<file path="src/rtl/pc_dma_pkg.sv">
// Shared definitions for the receive-side DMA write master: FSM state
// encoding, bytes per bus word and default sizing constants.
package pc_dma_pkg;

  typedef enum logic [2:0] {
    ST_IDLE      = 3'd0,
    ST_ARMED     = 3'd1,
    ST_REQ       = 3'd2,
    ST_DATA      = 3'd3,
    ST_WAIT_DONE = 3'd4
  } dma_state_e;

  localparam int BYTES_PER_WORD      = 4;
  localparam int DEFAULT_BURST_WORDS = 16;
  localparam int DEFAULT_FIFO_DEPTH  = 64;

endpackage

</file>
<file path="src/rtl/pc_sync_fifo.sv">
// Show-ahead synchronous FIFO. The head word is presented combinationally on
// rdata; a push into a full FIFO is accepted when a pop happens in the same
// cycle. A synchronous clear empties it.
module pc_sync_fifo #(
  parameter int DEPTH = 64,
  parameter int WIDTH = 32,
  localparam int AW   = $clog2(DEPTH)
) (
  input  logic             clk,
  input  logic             rst_n,
  input  logic             clear,
  input  logic             push,
  input  logic             pop,
  input  logic [WIDTH-1:0] wdata,
  output logic [WIDTH-1:0] rdata,
  output logic [AW:0]      count,
  output logic             full,
  output logic             empty
);

  logic [WIDTH-1:0] mem_q [DEPTH];
  logic [AW-1:0]    wr_ptr_q, wr_ptr_d;
  logic [AW-1:0]    rd_ptr_q, rd_ptr_d;
  logic [AW:0]      count_q, count_d;
  logic             push_ok;
  logic             pop_ok;

  assign full    = (count_q == (AW+1)'(DEPTH));
  assign empty   = (count_q == '0);
  assign count   = count_q;
  assign rdata   = mem_q[rd_ptr_q];
  assign pop_ok  = pop && !empty;
  assign push_ok = push && (!full || pop_ok);

  // Pointer and occupancy update; clear takes precedence over traffic.
  always_comb begin
    wr_ptr_d = wr_ptr_q;
    rd_ptr_d = rd_ptr_q;
    count_d  = count_q;
    if (clear) begin
      wr_ptr_d = '0;
      rd_ptr_d = '0;
      count_d  = '0;
    end else begin
      if (push_ok) wr_ptr_d = wr_ptr_q + AW'(1);
      if (pop_ok)  rd_ptr_d = rd_ptr_q + AW'(1);
      count_d = count_q + (AW+1)'(push_ok) - (AW+1)'(pop_ok);
    end
  end

  // Storage and pointer registers; storage is zeroed so the head reads 0 after reset.
  always_ff @(posedge clk or negedge rst_n) begin
    if (!rst_n) begin
      wr_ptr_q <= '0;
      rd_ptr_q <= '0;
      count_q  <= '0;
      for (int i = 0; i < DEPTH; i++) mem_q[i] <= '0;
    end else begin
      wr_ptr_q <= wr_ptr_d;
      rd_ptr_q <= rd_ptr_d;
      count_q  <= count_d;
      if (push_ok && !clear) mem_q[wr_ptr_q] <= wdata;
    end
  end

endmodule

</file>
<file path="src/rtl/eth_rx_dma_wr.sv">
// Ethernet receive DMA write master: buffers received words and writes them
// to DDR in bursts of up to BURST_WORDS at an incrementing address until the
// programmed byte budget is spent.
// Optional statistics outputs (o_word_cnt, o_drop_cnt) are built when the
// macro ETH_RX_DMA_STAT_EN is defined.
module eth_rx_dma_wr
  import pc_dma_pkg::*;
#(
  parameter int FIFO_DEPTH  = DEFAULT_FIFO_DEPTH,
  parameter int BURST_WORDS = DEFAULT_BURST_WORDS,
  parameter int ADDR_W      = 32
) (
  input  logic              i_sys_clk,
  input  logic              i_reset_n,
  input  logic              i_start,
  input  logic [ADDR_W-1:0] i_base_addr,
  input  logic [31:0]       i_max_len,
  input  logic              i_rx_valid,
  input  logic [31:0]       i_rx_data,
  input  logic              i_rx_done,
  output logic              wr_req,
  input  logic              wr_ack,
  output logic [ADDR_W-1:0] wr_addr,
  output logic [31:0]       wr_len,
  input  logic              wr_data_req,
  output logic [31:0]       wr_data,
  output logic              wr_data_ready,
  input  logic              wr_req_done,
  output logic              o_busy,
  output logic              o_overflow
`ifdef ETH_RX_DMA_STAT_EN
  ,
  output logic [31:0]       o_word_cnt,
  output logic [15:0]       o_drop_cnt
`endif
);

  localparam int CNT_W  = $clog2(FIFO_DEPTH) + 1;
  localparam int BRST_W = $clog2(BURST_WORDS) + 1;

  dma_state_e        state_q, state_d;
  logic [ADDR_W-1:0] addr_q, addr_d;
  logic [31:0]       remaining_q, remaining_d;
  logic [31:0]       len_q, len_d;
  logic [BRST_W-1:0] burst_q, burst_d;
  logic [BRST_W-1:0] beat_q, beat_d;
  logic              flush_pend_q, flush_pend_d;
  logic              overflow_q, overflow_d;

  logic              fifo_clear;
  logic              fifo_push;
  logic              fifo_pop;
  logic              fifo_full;
  logic              fifo_empty;
  logic [CNT_W-1:0]  fifo_count;
  logic [31:0]       fifo_rdata;

  logic              busy;
  logic              rx_drop;
  logic              start_ok;
  logic [31:0]       count32;
  logic [31:0]       need32;
  logic [31:0]       burst32;
  logic              can_issue;
  logic [31:0]       rem_after;

  assign busy      = (state_q != ST_IDLE);
  assign start_ok  = (state_q == ST_IDLE) && i_start;
  assign fifo_push = busy && i_rx_valid;
  assign fifo_pop  = (state_q == ST_DATA) && wr_data_req && !fifo_empty;
  assign rx_drop   = busy && i_rx_valid && fifo_full && !fifo_pop;

  assign count32   = 32'(fifo_count);
  assign need32    = (remaining_q < 32'(BURST_WORDS)) ? remaining_q : 32'(BURST_WORDS);
  assign burst32   = (count32 < need32) ? count32 : need32;
  assign can_issue = (count32 >= need32) || (flush_pend_q && (count32 != 32'd0));
  assign rem_after = remaining_q - 32'(burst_q);

  assign wr_req        = (state_q == ST_REQ);
  assign wr_addr       = addr_q;
  assign wr_len        = len_q;
  assign wr_data       = fifo_rdata;
  assign wr_data_ready = (state_q == ST_DATA) && !fifo_empty;
  assign o_busy        = busy;
  assign o_overflow    = overflow_q;

  pc_sync_fifo #(
    .DEPTH (FIFO_DEPTH),
    .WIDTH (32)
  ) u_fifo (
    .clk   (i_sys_clk),
    .rst_n (i_reset_n),
    .clear (fifo_clear),
    .push  (fifo_push),
    .pop   (fifo_pop),
    .wdata (i_rx_data),
    .rdata (fifo_rdata),
    .count (fifo_count),
    .full  (fifo_full),
    .empty (fifo_empty)
  );

  // Next-state, burst sizing and address/budget bookkeeping.
  always_comb begin
    state_d      = state_q;
    addr_d       = addr_q;
    remaining_d  = remaining_q;
    len_d        = len_q;
    burst_d      = burst_q;
    beat_d       = beat_q;
    flush_pend_d = flush_pend_q;
    overflow_d   = overflow_q;
    fifo_clear   = 1'b0;

    case (state_q)
      ST_IDLE: begin
        if (i_start) begin
          addr_d       = i_base_addr;
          remaining_d  = i_max_len >> 2;
          fifo_clear   = 1'b1;
          overflow_d   = 1'b0;
          flush_pend_d = 1'b0;
          if ((i_max_len >> 2) != 32'd0) state_d = ST_ARMED;
        end
      end
      ST_ARMED: begin
        if (can_issue) begin
          burst_d = BRST_W'(burst32);
          beat_d  = BRST_W'(burst32);
          len_d   = burst32 * 32'(BYTES_PER_WORD);
          state_d = ST_REQ;
          if (burst32 == count32) flush_pend_d = 1'b0;
        end else if (fifo_empty) begin
          flush_pend_d = 1'b0;
        end
      end
      ST_REQ: begin
        if (wr_ack) state_d = ST_DATA;
      end
      ST_DATA: begin
        if (fifo_pop) begin
          beat_d = beat_q - BRST_W'(1);
          if (beat_q == BRST_W'(1)) state_d = ST_WAIT_DONE;
        end
      end
      ST_WAIT_DONE: begin
        if (wr_req_done) begin
          addr_d      = addr_q + ADDR_W'(32'(burst_q) * 32'(BYTES_PER_WORD));
          remaining_d = rem_after;
          state_d     = (rem_after == 32'd0) ? ST_IDLE : ST_ARMED;
        end
      end
      default: state_d = ST_IDLE;
    endcase

    if (busy && i_rx_done) flush_pend_d = 1'b1;
    if (rx_drop)           overflow_d   = 1'b1;
  end

  // Control and datapath registers.
  always_ff @(posedge i_sys_clk or negedge i_reset_n) begin
    if (!i_reset_n) begin
      state_q      <= ST_IDLE;
      addr_q       <= '0;
      remaining_q  <= '0;
      len_q        <= '0;
      burst_q      <= '0;
      beat_q       <= '0;
      flush_pend_q <= 1'b0;
      overflow_q   <= 1'b0;
    end else begin
      state_q      <= state_d;
      addr_q       <= addr_d;
      remaining_q  <= remaining_d;
      len_q        <= len_d;
      burst_q      <= burst_d;
      beat_q       <= beat_d;
      flush_pend_q <= flush_pend_d;
      overflow_q   <= overflow_d;
    end
  end

`ifdef ETH_RX_DMA_STAT_EN
  logic [31:0] word_cnt_q, word_cnt_d;
  logic [15:0] drop_cnt_q, drop_cnt_d;

  // Statistics: words handed to DDR and saturating count of dropped words.
  always_comb begin
    word_cnt_d = word_cnt_q;
    drop_cnt_d = drop_cnt_q;
    if (start_ok) begin
      word_cnt_d = '0;
      drop_cnt_d = '0;
    end else begin
      if (fifo_pop) word_cnt_d = word_cnt_q + 32'd1;
      if (rx_drop && (drop_cnt_q != 16'hFFFF)) drop_cnt_d = drop_cnt_q + 16'd1;
    end
  end

  // Statistics registers.
  always_ff @(posedge i_sys_clk or negedge i_reset_n) begin
    if (!i_reset_n) begin
      word_cnt_q <= '0;
      drop_cnt_q <= '0;
    end else begin
      word_cnt_q <= word_cnt_d;
      drop_cnt_q <= drop_cnt_d;
    end
  end

  assign o_word_cnt = word_cnt_q;
  assign o_drop_cnt = drop_cnt_q;
`else
  logic unused_start_ok;
  assign unused_start_ok = start_ok;
`endif

endmodule

</file>
<file path="config.mk">
export PLATFORM = sky130hd
export DESIGN_NAME = eth_rx_dma_wr
export DESIGN_NICKNAME = d
export VERILOG_FILES = /design/src/rtl/pc_dma_pkg.sv /design/src/rtl/pc_sync_fifo.sv /design/src/rtl/eth_rx_dma_wr.sv
export SDC_FILE = /design/constraint.sdc
export NUM_CORES = 2
export LEC_CHECK = 0
export CAP_MARGIN = 25
export CORE_MARGIN = 3
export CORE_UTILIZATION = 63
export DETAILED_ROUTE_END_ITERATION = 6
export HOLD_SLACK_MARGIN = 0.12
export PLACE_DENSITY_LB_ADDON = 0.2
export SYNTH_ARGS = -nofsm -noshare
export SYNTH_HDL_FRONTEND = slang
export SYNTH_HIERARCHICAL = 1
export SYNTH_SLANG_ARGS = --single-unit
</file>
<file path="constraint.sdc">
create_clock -name i_sys_clk -period 6.8 [get_ports i_sys_clk]
set_clock_uncertainty 0.05 [all_clocks]
set_input_delay 2.04 -clock i_sys_clk [delete_from_list [all_inputs] [get_ports i_sys_clk]]
set_output_delay 2.04 -clock i_sys_clk [all_outputs]
set_load 0.005 [all_outputs]
</file>
==> flow_metrics.tcl <==
set metrics [dict create \
    status "complete, no violations" \
    synth.distinct_cells 84 \
    tightest_slew_ps 1056 \
    synth_edf_count 0 \
    synth_area_um2 100800 \
    placed_area_um2 105000 \
    crit_required_ps 4710 \
    synthTopCellsByCount "dfrtp_1, mux2_2, mux4_2" \
    synth_compound_area_frac 0.03249 \
    synth-xor-area-share 0.002432 \
    busiest_layer "met2" \
    total_power_mw 36.97 \
    p_leak_nw 53.68 \
    relSlewSlack 0.2778 \
    fin_util 0.7080 \
    synth_top_family_by_area "multiplexers" \
    cts_num_sinks 2171 \
    crit_path_start_kind "register" \
    cts-htree-levels 4 \
    critPathKind "reg2out" \
    drc 0 \
    swShare 0.2990 \
    crit_fanout 36 \
    die-area_um2 164900 \
    peakVddDrop_mv 0.2823 \
    p_int_mw 25.91 \
    grt_setup_unrepaired "no" \
    grt-ovfl-total 0 \
    cts_made_buffers 215 \
    cts_resized 0 \
    syn_inst 6697 \
    min_period_ps 6700 \
    synth_top_area_frac 0.5387 \
    grt_pass1_wl_um 405300 \
    syn_area_per_cell_um2 15.06 \
    start_util 0.6353 \
    rows 146 \
    cts_tree "done" \
    ctsHoldBuffers 0 \
    max_freq_mhz 149.3 \
    synthSimpleGateAreaFrac 0.02670 \
    detail-route-antenna-nets 0 \
    grt_pass1_vias 62802 \
    drive_above_1_share 0.4670 \
    setup_viol 0 \
    p_per_area_nw_per_um2 328.9 \
    fin_cells 8997 \
    hp-class "reg2reg" \
    grt.met3_usage 0.06814 \
    p_sw_mw 11.05 \
    yosysTopAreaCell "dfrtp_1" \
    dp_hpwl_um 164800 \
    async_flop_share 1.000 \
    power_frac_seq 0.419 \
    io-pin-count 204 \
    coreArea_um2 158700 \
    synth-seq-area-share 0.5387 \
    antenna_found_initial 14 \
    crit_path_end_kind "primary output" \
    synth_most_common_cell "dfrtp_1" \
    ys_ff_latch 2171 \
    fin_setup_tns_ps 0 \
    routedWlPerCell_um 29.84 \
    dp_cells 8585 \
    drtPass1Iterations 6 \
    synthMuxAreaShare 0.3598 \
    port_buffers 199 \
    synth_warnings 6 \
    clock_latency_ps 840 \
    cts_setup_buffers 5 \
    synth_fa_ha_area_frac 0.004318 \
    syn_to_final_growth_pct 11.44 \
    avgViaCountPerCell 6.726 \
    finalCritPeriodShare 0.9853 \
    die_w_um 406.1 \
    drt_iter0_drc 5749 \
    num_vias 60514 \
    p_clk_frac 0.324 \
    gp_congestion 0.8856 \
    stdcell_area_um2 112400 \
    grt_use_met1 0.4687 \
    pwr-share-comb 0.257 \
    synthTopCellsByArea "dfrtp_1, mux2_2, mux4_2, mux2i_1, clkbuf_1" \
    grtUsageMet2 0.5096 \
    hold_slack_ps 432.0 \
    clockRootBuffer "clkbuf_16" \
    ys.flop_type "dfrtp_1" \
    worst_slack_ps 100.2 \
    fin_nets 6880 \
    die_h_um 406.1 \
    grt_max_degree 189 \
    crit_arrival_ps 4610 \
    dpl_worst_slack_ps 762.1 \
    drv_cap 0 \
    cts_buffer_depth 3 \
    slew_violations 0 \
    hold_viol_final 0 \
    clk_pin_slew_ps 60 \
    drt_wl_total_um 268400 \
    grt_use_total 0.3306 \
]
-- critical path: stages, from the launching register on --
cell and delay [ps]:
dfrtp_4 940, buf_12 310, buf_4 370, mux4_2 380, a22o_1 200, a221oi_1 590
a221o_1 290, nand2_1 130, clkdlybuf4s50_1 480
-- logic make-up (layout without fill, tap and decap cells) --
kind of cell             count (synthesis)  after routing
flip-flops                            2171           2171
multiplexers                          2748           2748
AND/OR/NAND/NOR                        531            531
buffers and inverters                  694            914
AO/OA/AOI/OAI                          490            490
XOR/XNOR                                28             28
other                                    2             10
adder cells (fa/ha/maj)                 33             33
-- placed cells by master (no fill, tap or decap), drive strengths merged, types with 16 or more instances in the layout --
| master | count |
|---|---|
| buf | 316 |
| ha | 30 |
| nor2 | 120 |
| xnor2 | 16 |
| mux2i | 193 |
| or3 | 16 |
| a211oi | 17 |
| and2 | 34 |
| mux4 | 496 |
| nor4 | 21 |
| o221ai | 24 |
| o21ai | 107 |
| nor2b | 19 |
| mux2 | 2059 |
| nor3 | 30 |
| dfrtp | 2171 |
| nand2 | 168 |
| clkbuf | 323 |
| clkdlybuf4s50 | 166 |
| inv | 50 |
| nand3 | 37 |
| clkinv | 43 |
| a21oi | 100 |
| a22o | 21 |
| a22oi | 25 |
| a221oi | 28 |
| o22ai | 61 |
-- final cells by class --
| cell class | count | area (um2) |
|---|---|---|
| Antenna cell | 6 | 15.01 |
| Clock buffer | 323 | 6379 |
| Clock inverter | 70 | 789.5 |
| Fill cell | 10216 | 46360 |
| Inverter | 39 | 148.9 |
| Multi-Input combinational cell | 3834 | 43250 |
| Sequential cell | 2171 | 54340 |
| Tap cell | 2072 | 2592 |
| Timing Repair Buffer | 482 | 4866 |
-- registers in the layout, summed over array words and instances, names as in the netlist --
signal           flops
beat_q               5
u_fifo/count         7
u_fifo/rd_ptr_q      6
o_overflow           1
u_fifo/wr_ptr_q      6
u_fifo/mem_q      2048
state_q              3
remaining_q         32
wr_addr             32
burst_q              4
flush_pend_q         1
wr_len              26
-- power groups by stage --
stage          combinational [mW]  sequential [mW]  clock [mW]
6_report                     9.49             15.5        12.0
5_1_grt                      10.1             15.7        12.7
4_1_cts                      9.47             15.5        12.1
3_5_place_dp                 9.31             15.7           0
3_3_place_gp                 9.12             15.6           0
2_1_floorplan                6.14             15.2           0
-- final timing paths --
| check | from | endpoint | slack (ps) | cells after the start |
|---|---|---|---|---|
| max in group asynchronous | i_reset_n | u_fifo/mem_q[1575] | 4020 | 2 |
| max reg2reg | remaining_q[16] | burst_q[3] | 1100 | 12 |
| min reg2reg | wr_addr[1] | wr_addr[1] | 430 | 2 |
| max | u_fifo/rd_ptr_q[1] | wr_data[3] | 100 | 8 |
| min | wr_addr[1] | wr_addr[1] | 430 | 2 |
| min in group asynchronous | i_reset_n | remaining_q[19] | 1080 | 1 |
-- layer usage --
layer	vias to the layer above	share of wire	routed length (um)
met5	-	0.00014	37
met4	6	0.040	10700
met3	511	0.077	20680
met2	2209	0.47	125300
met1	32775	0.42	111700
li1	25013	-	-
Power figures use the tool's default switching activity.
